--- config.mk ---
export PLATFORM = sky130hd
export DESIGN_NAME = sysreg_mgmt_master
export DESIGN_NICKNAME = d
export VERILOG_FILES = /design/src/rtl/sysreg_mgmt_master_pkg.sv /design/src/rtl/sysreg_mgmt_master.sv
export SDC_FILE = /design/constraint.sdc
export NUM_CORES = 1
export LEC_CHECK = 0
export BUFFER_PORTS_ARGS = -buffer_cell sky130_fd_sc_hd__buf_2
export CAP_MARGIN = 20
export CORE_ASPECT_RATIO = 0.7
export CORE_MARGIN = 5
export CORE_UTILIZATION = 46
export CTS_CLUSTER_SIZE = 20
export DETAILED_ROUTE_END_ITERATION = 8
export GPL_ROUTABILITY_DRIVEN = 0
export HOLD_SLACK_MARGIN = 0.15
export PLACE_DENSITY = 0.77
export SYNTH_ARGS = -nofsm -noshare
export SYNTH_HDL_FRONTEND = slang
export SYNTH_SLANG_ARGS = --single-unit
export TNS_END_PERCENT = 30
--- constraint.sdc ---
create_clock -name clk -period 4.23 [get_ports clk]
set_clock_uncertainty 0.15 [all_clocks]
set_input_delay 1.0575 -clock clk [delete_from_list [all_inputs] [get_ports clk]]
set_output_delay 1.0575 -clock clk [all_outputs]
set_load 0.01 [all_outputs]
--- src/rtl/sysreg_mgmt_master_pkg.sv ---
// Shared definitions for the management-bus master: FSM encodings, the
// default timeout, and the mgmt address map constants used by SRU users.
package sysreg_mgmt_master_pkg;

  typedef enum logic [1:0] {
    MGMT_ST_IDLE = 2'd0,
    MGMT_ST_REQ  = 2'd1,
    MGMT_ST_GAP  = 2'd2
  } mgmt_st_t;

  localparam int TMO_CYCLES_DEF = 15;
  localparam int TMO_W_DEF      = 8;

  // Sysreg window on the mgmt bus and the mask selecting it.
  localparam logic [31:0] ADDR_REG = 32'hF000_0000;
  localparam logic [31:0] MASK_REG = 32'hFFFF_F000;

  // Register offsets inside the sysreg window.
  localparam logic [31:0] REG_MSTK = 32'h0000_0010;
  localparam logic [31:0] REG_MVEC = 32'h0000_0020;

endpackage

--- src/rtl/sysreg_mgmt_master.sv ---
// Core-side management bus master. Takes one sysreg read/write from the SRU,
// holds mgmt_req with the latched command until a slave acks (or the request
// times out), then returns one rsp_valid pulse. A GAP cycle after every
// transaction guarantees a req-low cycle between requests on the bus.
//
// Build option: define MGMT_TIMEOUT_EN to build the timeout counter and
// rsp_err. Without it REQ waits for mgmt_ack forever and rsp_err is 0.
//
// Handshake: a command transfers on a cycle where cmd_valid && cmd_ready;
// cmd_ready is high only in IDLE, so there is no queueing. rsp_valid is a
// one-cycle pulse with no back-pressure; rsp_rdata/rsp_err are 0 outside it.
module sysreg_mgmt_master
  import sysreg_mgmt_master_pkg::*;
#(
  parameter int TMO_CYCLES = TMO_CYCLES_DEF,
  parameter int TMO_W      = TMO_W_DEF
) (
  input  logic        clk,
  input  logic        rst,
  input  logic        cmd_valid,
  output logic        cmd_ready,
  input  logic        cmd_rwn,
  input  logic [1:0]  cmd_wen,
  input  logic [31:0] cmd_adr,
  input  logic [31:0] cmd_wdata,
  output logic        rsp_valid,
  output logic [31:0] rsp_rdata,
  output logic        rsp_err,
  output logic        perf_sru,
  output logic        mgmt_req,
  output logic [31:0] mgmt_adr,
  output logic        mgmt_rwn,
  output logic [1:0]  mgmt_wen,
  output logic [31:0] mgmt_txd,
  input  logic        mgmt_ack,
  input  logic        mgmt_rxe,
  input  logic [31:0] mgmt_rxd,
  output logic [1:0]  dbg_state
);

  // Reject timeouts the counter cannot represent or the bus cannot use.
  if (TMO_CYCLES < 4 || TMO_CYCLES > 255 || TMO_CYCLES > (1 << TMO_W)) begin : g_bad_tmo
    $error("sysreg_mgmt_master: TMO_CYCLES outside 4..255 or wider than TMO_W");
  end

  mgmt_st_t    state_q, state_d;
  logic        accept;
  logic        cap_en;
  logic [31:0] rdata_d;
  logic        rwn_q;
  logic [1:0]  wen_q;
  logic [31:0] adr_q, wdata_q, rdata_q;

`ifdef MGMT_TIMEOUT_EN
  logic [TMO_W-1:0] cnt_q;
  logic             tmo_hit;
  logic             err_d, err_q;
`endif

  // cmd_ready is forced low while reset is asserted so every output reads 0.
  assign cmd_ready = (state_q == MGMT_ST_IDLE) && !rst;
  assign accept    = cmd_valid && cmd_ready;
  assign perf_sru  = accept;

  assign mgmt_req  = (state_q == MGMT_ST_REQ);
  assign mgmt_adr  = adr_q;
  assign mgmt_rwn  = rwn_q;
  assign mgmt_wen  = wen_q;
  assign mgmt_txd  = wdata_q;

  assign rsp_valid = (state_q == MGMT_ST_GAP);
  assign rsp_rdata = rsp_valid ? rdata_q : 32'h0;
  assign dbg_state = state_q;

`ifdef MGMT_TIMEOUT_EN
  assign tmo_hit = (cnt_q == TMO_W'(TMO_CYCLES - 1));
  assign rsp_err = rsp_valid && err_q;
`else
  assign rsp_err = 1'b0;
`endif

  // State register; async reset drops mgmt_req immediately mid-transaction.
  always_ff @(posedge clk or posedge rst) begin
    if (rst) state_q <= MGMT_ST_IDLE;
    else     state_q <= state_d;
  end

  // Next state and response capture; an ack in the timeout cycle wins.
  always_comb begin
    state_d = state_q;
    cap_en  = 1'b0;
    rdata_d = 32'h0;
`ifdef MGMT_TIMEOUT_EN
    err_d   = 1'b0;
`endif
    case (state_q)
      MGMT_ST_IDLE: begin
        if (accept) state_d = MGMT_ST_REQ;
      end
      MGMT_ST_REQ: begin
        if (mgmt_ack) begin
          state_d = MGMT_ST_GAP;
          cap_en  = 1'b1;
          rdata_d = (rwn_q && mgmt_rxe) ? mgmt_rxd : 32'h0;
        end
`ifdef MGMT_TIMEOUT_EN
        else if (tmo_hit) begin
          state_d = MGMT_ST_GAP;
          cap_en  = 1'b1;
          err_d   = 1'b1;
        end
`endif
      end
      MGMT_ST_GAP: begin
        state_d = MGMT_ST_IDLE;
      end
      default: begin
        state_d = MGMT_ST_IDLE;
      end
    endcase
  end

  // Command fields latch on accept and hold afterwards; only mgmt_req qualifies them.
  always_ff @(posedge clk or posedge rst) begin
    if (rst) begin
      rwn_q   <= 1'b0;
      wen_q   <= 2'b00;
      adr_q   <= 32'h0;
      wdata_q <= 32'h0;
    end else if (accept) begin
      rwn_q   <= cmd_rwn;
      wen_q   <= cmd_wen;
      adr_q   <= cmd_adr;
      wdata_q <= cmd_wdata;
    end
  end

  // Read data is captured when REQ ends and presented during GAP.
  always_ff @(posedge clk or posedge rst) begin
    if (rst)         rdata_q <= 32'h0;
    else if (cap_en) rdata_q <= rdata_d;
  end

`ifdef MGMT_TIMEOUT_EN
  // Request-age counter: cleared on accept, counts REQ cycles, saturates.
  always_ff @(posedge clk or posedge rst) begin
    if (rst)                                              cnt_q <= '0;
    else if (accept)                                      cnt_q <= '0;
    else if (state_q == MGMT_ST_REQ && cnt_q != {TMO_W{1'b1}}) cnt_q <= cnt_q + 1'b1;
  end

  // Error flag captured alongside read data.
  always_ff @(posedge clk or posedge rst) begin
    if (rst)         err_q <= 1'b0;
    else if (cap_en) err_q <= err_d;
  end
`endif

endmodule

==> impl_summary.txt, run 1 <==
----------------------------------------------------
[Critical path]
  Count of buffer and inverter cells on the critical path ... 2
  Critical path required time ... 3020 ps
  Slowest stage cell on the critical path ... sky130_fd_sc_hd__nor4b_4
  Sort of element at the start of the critical path ... primary input
  Critical Path Sink Type ... output pin
  Longest individual stage delay on the worst path ... 280 ps
  Maximum fanout encountered on the critical timing path ... 3
  Series of cell instances along the critical path ... buf_2 -> nor4b_4 -> buf_2
  Type of the worst setup path ... in2out
  Family with the most delay on the worst path ... buffers and inverters
  Worst EP arrival ... 1660 ps
  Top cell by count, worst path ... sky130_fd_sc_hd__buf_2

[STA]
  RSZ-0062 raised after global routing ... false
  Final setup violating endpoints ... 0
  Period minus WS final ... 2870 ps
  Total negative slack for setup checks ... 0 ps
  Transition time at the pin with the least slew margin ... 882 ps
  Achievable frequency ... 348 MHz
  Max-Slew Margin vs Limit ... 41.2%
  Final-report max-slew violation count ... 0
  Final period util ... 67.9%
  Hold Vio Cnt, Final ... 0

[Clock network]
  Clk Tree Root Cell ... sky130_fd_sc_hd__clkbuf_16
  TritonCTS clock tree ... built
  Post-CTS Setup Bufs ... 0
  CTS H-tree lvls ... 3
  Number of gates resized after cts ... 0
  Sink count of the clock tree ... 101
  Post-CTS clock slew at the launch and capture registers of the worst setup and hold paths ... 70 ps
  Clock latency on the worst-skew pair ... 330 ps
  TritonCTS Buffers ... 9
  Number of buffers on the longest clock path ... 2
  CTS hold repair buffers ... 0

[Pwr]
  Leakage Power ... 3.02 nW
  Power density over the cells ... 507 nW/µm²
  Net switching power figure ... 0.806 mW
  Combinational share of power ... 24.6%
  Clock share of power ... 28.0%
  IR drop worst, VDD ... 0.284 mV
  Power Internal ... 2.05 mW
  Total power draw ... 2.86 mW
  Sw Ratio ... 28.2%
  Sequential cell fraction of total power ... 47.4%

[Global routing]
  Total global-route track usage ... 18.2%
  Grt peak-use layer ... met2
  Global-route wire length before repair ... 16,700 µm
  Via count of the first global-routing pass ... 3,319
  Met3 GRT Util ... 6.52%
  Met1 GRT Util ... 21.5%
  Met2 Use GR ... 31.3%
  Antenna violations before repair ... 0
  Largest net degree at the start of global routing ... 69
  GRT Residual Overflow ... 0

[Route]
  Drt first pass iters ... 4
  DRT iter0 DRCs ... 109
  Drt wl/cell ... 16.3 µm
  DRC errors left ... 0
  Via count ... 3,026
  Sum of routed wire length over all layers ... 10,200 µm
  Final ANT Viol Nets ... 0
  Vias per Instance ... 4.83

[Die]
  Top-level port count ... 210
  Effective utilization at floorplan ... 46.9%
  Row cnt ... 29
  Die ar. ... 11,200 µm²
  Core area ... 9000 µm²
  Die height ... 90.1 µm
  Width of the chip ... 124 µm

[Synth]
  Number of distinct library cells after synthesis ... 16
  Most area-hungry cell type in the Yosys netlist ... sky130_fd_sc_hd__dfrtp_1
  Part of the Yosys area used for sequential elements ... 59.9%
  Post-synthesis mux area share ... 26.4%
  Largest family of logic cells by synthesized area ... multiplexers
  Average cell area after synthesis ... 14.3 µm²
  Synthesized flop and latch total ... 101
  Area share of the largest cell type after synthesis ... 59.9%
  Top area cells in the synthesized netlist ... sky130_fd_sc_hd__dfrtp_1 (60%), sky130_fd_sc_hd__mux2_2 (24%), sky130_fd_sc_hd__and2_1 (4.7%)
  Netlist Area Pre-Place ... 4220 µm²
  Count of mapped cells out of synthesis ... 294
  Simple-gate portion of the synthesized area ... 10.7%
  Synth Area in XOR/XNOR ... 0%
  Warnings from Yosys ... 0
  Compound-cell area share of the yosys netlist ... 0.178%
  Adder-cell share of the synthesized area ... 0%
  Synthesized net count ... 398

[Placed design]
  Number of buffer cells added on primary ports ... 208
  HPWL after DPL ... 7600 µm
  Placed Cells ... 610

[Status]
  Run status ... finished, final reports clean

[Cells and area]
  Antenna Diode Count ... 0
  Most common library cell in the layout ignoring fill and taps ... sky130_fd_sc_hd__buf_2
  Area growth from synthesis to final layout ... 33.8%
  Number of nets in the layout ... 601
  Final design utilization ... 62.7%
  Layout cell share with drive strength beyond 1 ... 63.5%
  Highest-count cells in the layout ignoring fill and taps ... sky130_fd_sc_hd__buf_2 (208), sky130_fd_sc_hd__dfrtp_1 (101), sky130_fd_sc_hd__mux2_2 (89)
  Final non-filler cell total ... 626

[Job]
  Max_cap viols ... 0

[Hold path]
  Path category of the worst min-delay check ... reg2reg

----------------------------------------------------
[area by class of cell]
class,count,area (µm²)
fill,769,3360
timing repair buffer,213,1080
tap,124,155
clock inverter,6,63.8
sequential,101,2530
multi-input combinational,170,1580
inverter,2,10.0
clock buffer,10,229
[power groups by stage]
stage	Combinational, mW	Clock (mW)	Sequential, mW
after floorplan	0.330	0	1.43
after detailed placement	0.718	0	1.37
after global placement	0.692	0	1.35
after global routing	0.764	0.869	1.39
after CTS	0.719	0.827	1.36
final	0.702	0.800	1.36
[worst register-to-register path, delay by kind of cell (launching register included)]
family / cells / cell delay, ps
AND/OR/NAND/NOR: 1 / 360
buffers and inverters: 1 / 710
multiplexers: 1 / 480
flip-flops: 1 / 460
[cell families (layout without fill, tap and decap cells)]
| logic type | after synthesis | count (layout) |
|---|---|---|
| muxes | 99 | 99 |
| other | 1 | 1 |
| AOI/OAI and AO/OA | 1 | 1 |
| and+or+nand+nor | 69 | 69 |
| DFF | 101 | 101 |
| buffers and inverters | 23 | 231 |
[metal layers]
metal  up-vias  part of all wire [%]
met5         -                     0
met4         0                   1.2
met3        12                   7.4
met2       123                    52
met1      1467                    39
li1       1424                     -
[flip-flops by register name, indices dropped and copies added, names as in the netlist]
register	flops
mgmt_rwn	1
mgmt_txd	32
dbg_state	2
rdata_q	32
mgmt_adr	32
mgmt_wen	2
[through the flow]
step	setup slack, ps	instance area, µm²	hold slack [ps]
after detailed placement	1280	5350	324
after floorplan	375	4220	322
after global routing	1330	5640	353
final	1360	5640	335
after global placement	1320	5350	312
after CTS	1350	5640	339
[Yosys cell counts]
| cell type | count |
|---|---|
| sky130_fd_sc_hd__mux2_1 | 10 |
| sky130_fd_sc_hd__mux2_2 | 89 |
| sky130_fd_sc_hd__a21o_1 | 1 |
| sky130_fd_sc_hd__clkbuf_1 | 9 |
| sky130_fd_sc_hd__nor3_1 | 1 |
| sky130_fd_sc_hd__and3b_1 | 1 |
| sky130_fd_sc_hd__nor2b_1 | 2 |
| sky130_fd_sc_hd__and3_1 | 32 |
| sky130_fd_sc_hd__buf_2 | 9 |
| sky130_fd_sc_hd__nor4b_4 | 1 |
| sky130_fd_sc_hd__conb_1 | 1 |
| sky130_fd_sc_hd__dfrtp_1 | 101 |
| sky130_fd_sc_hd__buf_4 | 2 |
| sky130_fd_sc_hd__buf_6 | 1 |
| sky130_fd_sc_hd__inv_1 | 2 |
| sky130_fd_sc_hd__and2_1 | 32 |
[path summary, 6_finish.rpt]
| check | startpoint | end | slack, ps | cells after the start |
|---|---|---|---|---|
| min in group asynchronous | rst | mgmt_adr[25]$_DFFE_PP0P_ | 700 | 2 |
| hold reg to reg | mgmt_txd[13]$_DFFE_PP0P_ | mgmt_txd[13]$_DFFE_PP0P_ | 330 | 1 |
| setup / recovery | rst | perf_sru | 1360 | 3 |
| hold / removal | mgmt_txd[13]$_DFFE_PP0P_ | mgmt_txd[13]$_DFFE_PP0P_ | 330 | 1 |
| setup reg to reg | dbg_state[0]$_DFFE_PP0P_ | mgmt_txd[23]$_DFFE_PP0P_ | 1960 | 3 |
| max in group asynchronous | rst | mgmt_txd[19]$_DFFE_PP0P_ | 2430 | 3 |
(Power assumes the default switching activity.)
==> run 2, diff against run 1 <==
--- a/config.mk
+++ b/config.mk
@@ -5,16 +5,17 @@
 export SDC_FILE = /design/constraint.sdc
 export NUM_CORES = 1
 export LEC_CHECK = 0
+export ABC_AREA = 1
 export BUFFER_PORTS_ARGS = -buffer_cell sky130_fd_sc_hd__buf_2
 export CAP_MARGIN = 20
 export CORE_ASPECT_RATIO = 0.7
 export CORE_MARGIN = 5
-export CORE_UTILIZATION = 46
+export CORE_UTILIZATION = 42
 export CTS_CLUSTER_SIZE = 20
 export DETAILED_ROUTE_END_ITERATION = 8
 export GPL_ROUTABILITY_DRIVEN = 0
 export HOLD_SLACK_MARGIN = 0.15
-export PLACE_DENSITY = 0.77
+export PLACE_DENSITY = 0.73
 export SYNTH_ARGS = -nofsm -noshare
 export SYNTH_HDL_FRONTEND = slang
 export SYNTH_SLANG_ARGS = --single-unit
==> constraint.sdc (replaced) <==
create_clock -name clk -period 2.4 [get_ports clk]
set_clock_uncertainty 0.15 [all_clocks]
set_input_delay 0.6 -clock clk [delete_from_list [all_inputs] [get_ports clk]]
set_output_delay 0.6 -clock clk [all_outputs]
set_load 0.01 [all_outputs]
==> run 2 against run 1 <==
Critical path depth grew 2. Die area up 14%. First-iteration DRC count increased by 130%. Clock power increased by 69%. Design area grew 2.4%. Non-clock buffer count up 2.
==> impl_summary.txt, run 2 <==
----------------------------------------------------
[STA]
  Achievable frequency ... 452 MHz
  Final setup violating endpoints ... 0 (unchanged)
  Worst path setup slack after routing ... 185 ps (-1170 ps)
  Total negative slack for setup checks ... 0 ps (unchanged)
  Final-report max-slew violation count ... 0 (unchanged)
  Max-Slew Margin vs Limit ... 48.1% (+6.9 points)
  Hold Vio Cnt, Final ... 0 (unchanged)
  Transition time at the pin with the least slew margin ... 779 ps (-103 ps)
  Period minus WS final ... 2210 ps
  Final period util ... 92.3%
  RSZ-0062 raised after global routing ... false

[Clock network]
  Clock latency on the worst-skew pair ... 330 ps (about the same)
  CTS H-tree lvls ... 3 (unchanged)
  TritonCTS Buffers ... 9 (unchanged)
  CTS hold repair buffers ... 0 (unchanged)
  Number of gates resized after cts ... 0 (unchanged)
  Number of buffers on the longest clock path ... 2 (unchanged)
  TritonCTS clock tree ... built
  Clk Tree Root Cell ... sky130_fd_sc_hd__clkbuf_16
  Sink count of the clock tree ... 101 (unchanged)
  Post-CTS clock slew at the launch and capture registers of the worst setup and hold paths ... 70 ps (about the same)
  Post-CTS Setup Bufs ... 0 (unchanged)

[Placed design]
  Setup WS pre-CTS ... 399 ps (-877 ps)
  Number of buffer cells added on primary ports ... 208 (unchanged)
  HPWL after DPL ... 8470 µm (+12%)

[Synth]
  Dominant synthesized flop cell ... sky130_fd_sc_hd__dfrtp_1
  Warnings from Yosys ... 0 (unchanged)
  Share of flip-flops with an asynchronous set or reset ... 100% (unchanged)
  Synthesized net count ... 628 (+58%)
  Ranking of synthesized cells by instance count ... sky130_fd_sc_hd__nand2_1 (168), sky130_fd_sc_hd__dfrtp_1 (101), sky130_fd_sc_hd__nand4_1 (67)
  Top area cells in the synthesized netlist ... sky130_fd_sc_hd__dfrtp_1 (57%), sky130_fd_sc_hd__nand2_1 (14%), sky130_fd_sc_hd__nand4_1 (9.4%)
  Post-synth EDFFs ... 0 (unchanged)
  Most area-hungry cell type in the Yosys netlist ... sky130_fd_sc_hd__dfrtp_1
  Area share of the largest cell type after synthesis ... 56.9% (-3.1 points)
  Count of mapped cells out of synthesis ... 524 (+78%)
  Most common cell in the synthesized netlist ... sky130_fd_sc_hd__nand2_1
  Average cell area after synthesis ... 8.48 µm² (-41%)
  Synthesized flop and latch total ... 101 (unchanged)
  Part of the Yosys area used for sequential elements ... 56.9% (-3.1 points)
  Netlist Area Pre-Place ... 4440 µm² (+5.4%)
  Number of distinct library cells after synthesis ... 18 (+2)

[Cells and area]
  Layout cell share with drive strength beyond 1 ... 33.0% (-31 points)
  Area growth from synthesis to final layout ... 30.0%
  Number of nets in the layout ... 807 (+34%)
  Highest-count cells in the layout ignoring fill and taps ... sky130_fd_sc_hd__buf_2 (208), sky130_fd_sc_hd__nand2_1 (168), sky130_fd_sc_hd__dfrtp_1 (101)
  Number of filler cells placed in the layout ... 983 (+28%)
  Most common library cell in the layout ignoring fill and taps ... sky130_fd_sc_hd__buf_2

[Critical path]
  Worst EP arrival ... 1460 ps (-200 ps)
  Longest individual stage delay on the worst path ... 480 ps (+200 ps)
  Type of the worst setup path ... reg2out
  Critical Path Sink Type ... output pin
  Series of cell instances along the critical path ... inv_1 -> nand2_1 -> buf_4 -> nor2_1 -> buf_2
  Family with the most delay on the worst path ... buffers and inverters
  Slowest stage cell on the critical path ... sky130_fd_sc_hd__dfrtp_1
  Maximum fanout encountered on the critical timing path ... 33 (+30)
  Count of buffer and inverter cells on the critical path ... 3 (+1)
  Sort of element at the start of the critical path ... register
  Critical path required time ... 1650 ps (-1370 ps)

[Global routing]
  Total global-route track usage ... 18.5% (+0.31 points)
  Global-route wire length before repair ... 19,300 µm (+16%)
  Largest net degree at the start of global routing ... 169 (+140%)
  Via count of the first global-routing pass ... 3,930 (+18%)
  Antenna violations before repair ... 1 (+1)
  GRT Residual Overflow ... 0 (unchanged)

[Job]
  Max_cap viols ... 0 (unchanged)

[Route]
  Final ANT Viol Nets ... 0 (unchanged)
  Vias per Instance ... 4.96 (+2.6%)
  Max layer used ... met4
  Drt wl/cell ... 14.5 µm (-11%)
  Met3 WL post-DR ... 615 µm (-18%)
  Via count ... 4,166 (+38%)
  Met1 wire length ... 5230 µm (+30%)
  Sum of routed wire length over all layers ... 12,100 µm (+19%)
  DRT iter0 DRCs ... 248 (+130%)
  Wire length on met2 ... 6170 µm (+16%)
  DRC errors left ... 0 (unchanged)
  Drt first pass iters ... 4 (unchanged)

[Die]
  Core area ... 10,400 µm² (+15%)
  Row cnt ... 31 (+6.9%)
  Effective utilization at floorplan ... 42.9% (-3.9 points)
  Width of the chip ... 133 µm (+6.8%)
  Top-level port count ... 210 (unchanged)
  Die ar. ... 12,800 µm² (+14%)
  Die height ... 96.1 µm (+6.6%)

[Pwr]
  Power density over the cells ... 841 nW/µm² (+66%)
  Sw Ratio ... 32.6% (+4.4 points)
  Net switching power figure ... 1.59 mW (+97%)
  Sequential cell fraction of total power ... 46.7% (-0.7 points)
  IR drop worst, VDD ... 0.385 mV (+35%)
  Leakage Power ... 3.16 nW (+4.9%)
  Combinational share of power ... 25.4% (+0.8 points)
  Clock share of power ... 27.9% (about the same)
  Power Internal ... 3.27 mW (+60%)

[Status]
  Run status ... finished, final reports clean

[Hold path]
  Path category of the worst min-delay check ... reg2reg

----------------------------------------------------
run 2: cell types whose count changed after synthesis, sizes merged, moves of 33 or more:
cell / before / now
nand3: 0 / 34
inv: 2 / 38
nand2: 0 / 168
nor2: 0 / 33
nand4: 0 / 67
o21ai: 0 / 33
mux2: 99 / 0
run 2: worst paths after layout:
path / startpoint / to / slack (ps) / depth (start not counted)
hold reg to reg: mgmt_adr[29]$_DFFE_PP0P_ / mgmt_adr[29]$_DFFE_PP0P_ / 320 / 2
hold / removal: mgmt_adr[29]$_DFFE_PP0P_ / mgmt_adr[29]$_DFFE_PP0P_ / 320 / 2
setup / recovery: dbg_state[0]$_DFFE_PP0P_ / rsp_rdata[5] / 190 / 5
setup reg to reg: dbg_state[1]$_DFFE_PP0P_ / rdata_q[24]$_DFFE_PP0P_ / 630 / 5
max in group asynchronous: rst / rdata_q[26]$_DFFE_PP0P_ / 1170 / 3
min in group asynchronous: rst / mgmt_adr[31]$_DFFE_PP0P_ / 360 / 3
run 2: power by group through the flow:
stage,Combinational [mW],Clock [mW],Sequential (mW)
2_1_floorplan,0.585,0,2.42
3_3_place_gp,1.23,0,2.28
3_5_place_dp,1.26,0,2.29
4_1_cts,1.26,1.40,2.27
5_1_grt,1.38,1.46,2.32
6_report,1.23,1.35,2.27
run 2: per-layer routing:
| layer | up-vias | global-route usage [%] |
|---|---|---|
| li1 | 2063 | - |
| met1 | 1986 | 23.9 |
| met2 | 107 | 31.3 |
| met3 | 10 | 4.96 |
| met4 | 0 | 4.84 |
| met5 | - | 0 |
run 2: layout make-up:
| class | count | area, µm² | share of cell area [%] |
|---|---|---|---|
| diodes | 1 | 2.50 | 0.0433 |
| clock buffers | 11 | 243 | 4.20 |
| clock inverters | 4 | 33.8 | 0.585 |
| inverters | 39 | 151 | 2.62 |
| multi-input cells | 337 | 1540 | 26.6 |
| flip-flops and latches | 101 | 2530 | 43.8 |
| well taps | 132 | 165 | 2.86 |
| repair buffers | 215 | 1120 | 19.4 |
run 2: logic make-up after synthesis:
logic type / after synthesis / share of synthesized area (%)
compound gates: 33 / 3.72
buf+inv: 86 / 8.70
simple gates: 303 / 30.6
flops: 101 / 56.9
other cells: 1 / 0.0844
run 2: tightest hold or removal path: stages (launching register included):
cell,delay [ps]
sky130_fd_sc_hd__dfrtp_1,340
sky130_fd_sc_hd__nand2_1,50
sky130_fd_sc_hd__nand2_1,50
run 2: per-stage QoR:
| stage | hold WS [ps] | power (mW) | std cells | util (%) | area [µm²] |
|---|---|---|---|---|---|
| detailed placement | 303 | 3.56 | 824 | 53.1 | 5500 |
| floorplan | 303 | 3.00 | 524 | - | 4450 |
| CTS | 320 | 4.93 | 839 | 55.8 | 5770 |
| finish | 318 | 4.86 | 840 | 55.8 | 5780 |
| global placement | 299 | 3.51 | 824 | 53.1 | 5500 |
| global route | 341 | 5.17 | 840 | 55.8 | 5780 |
==> run 3, diff against run 2 <==
--- a/config.mk
+++ b/config.mk
@@ -10,12 +10,13 @@
 export CAP_MARGIN = 20
 export CORE_ASPECT_RATIO = 0.7
 export CORE_MARGIN = 5
-export CORE_UTILIZATION = 42
+export CORE_UTILIZATION = 43
+export CTS_BUF_LIST = sky130_fd_sc_hd__clkbuf_4 sky130_fd_sc_hd__clkbuf_8
 export CTS_CLUSTER_SIZE = 20
 export DETAILED_ROUTE_END_ITERATION = 8
 export GPL_ROUTABILITY_DRIVEN = 0
 export HOLD_SLACK_MARGIN = 0.15
-export PLACE_DENSITY = 0.73
+export PLACE_DENSITY = 0.75
 export SYNTH_ARGS = -nofsm -noshare
 export SYNTH_HDL_FRONTEND = slang
 export SYNTH_SLANG_ARGS = --single-unit
==> run 3 against run 2 <==
Die area is 2.1% lower. Sequential power about the same. Total power fell by 3.9%. Global-route usage rose by 0.38 points. Critical endpoint is now rsp_rdata[10].
==> impl_summary.txt, run 3 (synthesized netlist as in run 2, its figures left out) <==
----------------------------------------------------
[Global routing]
  Global-route wire length before repair ... 19,600 µm (+1.3%)
  GRT Residual Overflow ... 0 (unchanged)
  Largest net degree at the start of global routing ... 152 (-10%)
  Total global-route track usage ... 18.9% (+0.38 points)
  Via count of the first global-routing pass ... 4,051 (+3.1%)
  Antenna violations before repair ... 2 (+1)

[Clock network]
  TritonCTS clock tree ... built
  TritonCTS Buffers ... 9 (unchanged)
  CTS H-tree lvls ... 3 (unchanged)
  Post-CTS Setup Bufs ... 0 (unchanged)
  Clock latency on the worst-skew pair ... 350 ps (+20 ps)
  Post-CTS clock slew at the launch and capture registers of the worst setup and hold paths ... 100 ps (+30 ps)
  Clk Tree Root Cell ... sky130_fd_sc_hd__clkbuf_8
  Sink count of the clock tree ... 101 (unchanged)
  Number of buffers on the longest clock path ... 2 (unchanged)

[Critical path]
  Critical path required time ... 1650 ps (about the same)
  Type of the worst setup path ... reg2out
  Reg2Reg Launch Point ... dbg_state[1]$_DFFE_PP0P_
  Series of cell instances along the critical path ... inv_1 -> nand2_1 -> buf_6 -> nor2_1 -> buf_2
  Slowest stage cell on the critical path ... sky130_fd_sc_hd__dfrtp_1
  Cell depth of the worst flop-to-flop path ... 4 (-1)
  Number of cells on the critical path ... 5 (unchanged)
  Critical Path Sink Type ... output pin
  Longest individual stage delay on the worst path ... 490 ps (about the same)
  Sort of element at the start of the critical path ... register
  Worst setup path startpoint ... dbg_state[0]$_DFFE_PP0P_
  Worst EP arrival ... 1460 ps (about the same)
  Maximum fanout encountered on the critical timing path ... 33 (unchanged)
  Count of buffer and inverter cells on the critical path ... 3 (unchanged)
  Family with the most delay on the worst path ... flip-flops

[STA]
  Final period util ... 92.2% (about the same)
  Min Hold Slack ... 296 ps (-21.9 ps)
  Achievable frequency ... 452 MHz (about the same)
  RSZ-0062 raised after global routing ... false
  Transition time at the pin with the least slew margin ... 701 ps (-77.7 ps)
  Final setup violating endpoints ... 0 (unchanged)
  Total negative slack for setup checks ... 0 ps (unchanged)
  Final-report max-slew violation count ... 0 (unchanged)
  Hold Vio Cnt, Final ... 0 (unchanged)
  Max-Slew Margin vs Limit ... 53.3% (+5.2 points)
  Period minus WS final ... 2210 ps (-1.37 ps)

[Pwr]
  Sequential cell fraction of total power ... 48.5% (+1.8 points)
  Clock share of power ... 25.0% (-2.9 points)
  Leakage Power ... 3.14 nW (-0.74%)
  Combinational share of power ... 26.5% (+1.1 points)
  Power Internal ... 3.14 mW (-4.2%)
  Net switching power figure ... 1.53 mW (-3.3%)
  Sw Ratio ... 32.8% (+0.21 points)
  IR drop worst, VDD ... 0.332 mV (-14%)
  Power density over the cells ... 815 nW/µm² (-3.1%)
  Total power draw ... 4.67 mW (-3.9%)

[Cells and area]
  Most common library cell in the layout ignoring fill and taps ... sky130_fd_sc_hd__buf_2
  Highest-count cells in the layout ignoring fill and taps ... sky130_fd_sc_hd__buf_2 (208), sky130_fd_sc_hd__nand2_1 (168), sky130_fd_sc_hd__dfrtp_1 (101)
  Final non-filler cell total ... 842 (+0.24%)
  Area growth from synthesis to final layout ... 28.9%
  Layout cell share with drive strength beyond 1 ... 33.2% (+0.24 points)
  Number of nets in the layout ... 808 (+0.12%)
  Final design utilization ... 56.0% (+0.17 points)

[Die]
  Top-level port count ... 210 (unchanged)
  Die ar. ... 12,500 µm² (-2.1%)
  Core area ... 10,200 µm² (-1.1%)
  Die height ... 95.1 µm (-1.0%)
  Row cnt ... 31 (unchanged)
  Width of the chip ... 132 µm (-1.1%)
  Effective utilization at floorplan ... 43.4% (+0.49 points)

[Route]
  Via count ... 4,193 (+0.65%)
  Vias per Instance ... 4.98 (+0.41%)
  Drt wl/cell ... 14.3 µm (-1.3%)
  DRC errors left ... 0 (unchanged)
  Drt first pass iters ... 4 (unchanged)
  Sum of routed wire length over all layers ... 12,000 µm (-1.1%)
  DRT iter0 DRCs ... 325 (+31%)
  Final ANT Viol Nets ... 0 (unchanged)

[Status]
  Run status ... finished, final reports clean

[Placed design]
  HPWL after DPL ... 8350 µm (-1.5%)
  Placed Cells ... 825 (+0.12%)
  Number of buffer cells added on primary ports ... 208 (unchanged)

[Job]
  Max_cap viols ... 0 (unchanged)

[Hold path]
  Path category of the worst min-delay check ... in2async

----------------------------------------------------
==> run 3: final timing paths <==
path | to | slack (ps)
setup / recovery | rsp_rdata[10] | 190
hold / removal | rdata_q[2]$_DFFE_PP0P_ | 300
setup reg to reg | rdata_q[11]$_DFFE_PP0P_ | 600
hold reg to reg | mgmt_adr[10]$_DFFE_PP0P_ | 320
max in group asynchronous | rdata_q[26]$_DFFE_PP0P_ | 1040
min in group clk | dbg_state[0]$_DFFE_PP0P_ | 310
==> run 3: layout make-up <==
type | instances | area [µm²]
Clock buffer | 10 | 131
Sequential cell | 101 | 2530
Clock inverter | 5 | 83.8
Antenna cell | 2 | 5.00
Inverter | 39 | 151
Timing Repair Buffer | 216 | 1130
Fill cell | 965 | 4510
Multi-Input combinational cell | 337 | 1540
Tap cell | 132 | 165
==> run 3: metal layers <==
| metal | up-vias | routed length [µm] | share of wire [%] | track usage, % |
|---|---|---|---|---|
| li1 | 2063 | - | - | - |
| met1 | 1989 | 5420 | 45 | 25.7 |
| met2 | 116 | 5630 | 47 | 29.3 |
| met3 | 25 | 648 | 5.4 | 4.43 |
| met4 | 0 | 316 | 2.6 | 8.13 |
| met5 | - | 0 | 0 | 0 |
==> run 3: power groups by stage <==
stage / Combinational [mW] / Sequential, mW / Clock [mW]
after floorplan: 0.585 / 2.42 / 0
after detailed placement: 1.26 / 2.29 / 0
after global routing: 1.40 / 2.32 / 1.28
after CTS: 1.25 / 2.27 / 1.21
final: 1.24 / 2.27 / 1.17
after global placement: 1.22 / 2.28 / 0
==> run 3: per-stage QoR <==
step / area, µm² / setup WS (ps)
after floorplan: 4450 / 224
after global placement: 5510 / 501
after detailed placement: 5510 / 458
after CTS: 5720 / 90.0
after global routing: 5730 / 34.2
final: 5730 / 187
==> run 3: repair_timing <==
item | 4_1_cts | 5_1_grt
setup endpoints to repair | 0 | 33
hold buffers | 0 | 0
gates resized for setup | 0 | 1
==> run 3: worst register-to-register path: cells and delay by family (launching register included) <==
family / cells / cell delay [ps]
AND/OR/NAND/NOR: 1 / 440
buffers and inverters: 2 / 470
flip-flops: 1 / 460
AO/OA/AOI/OAI: 1 / 190
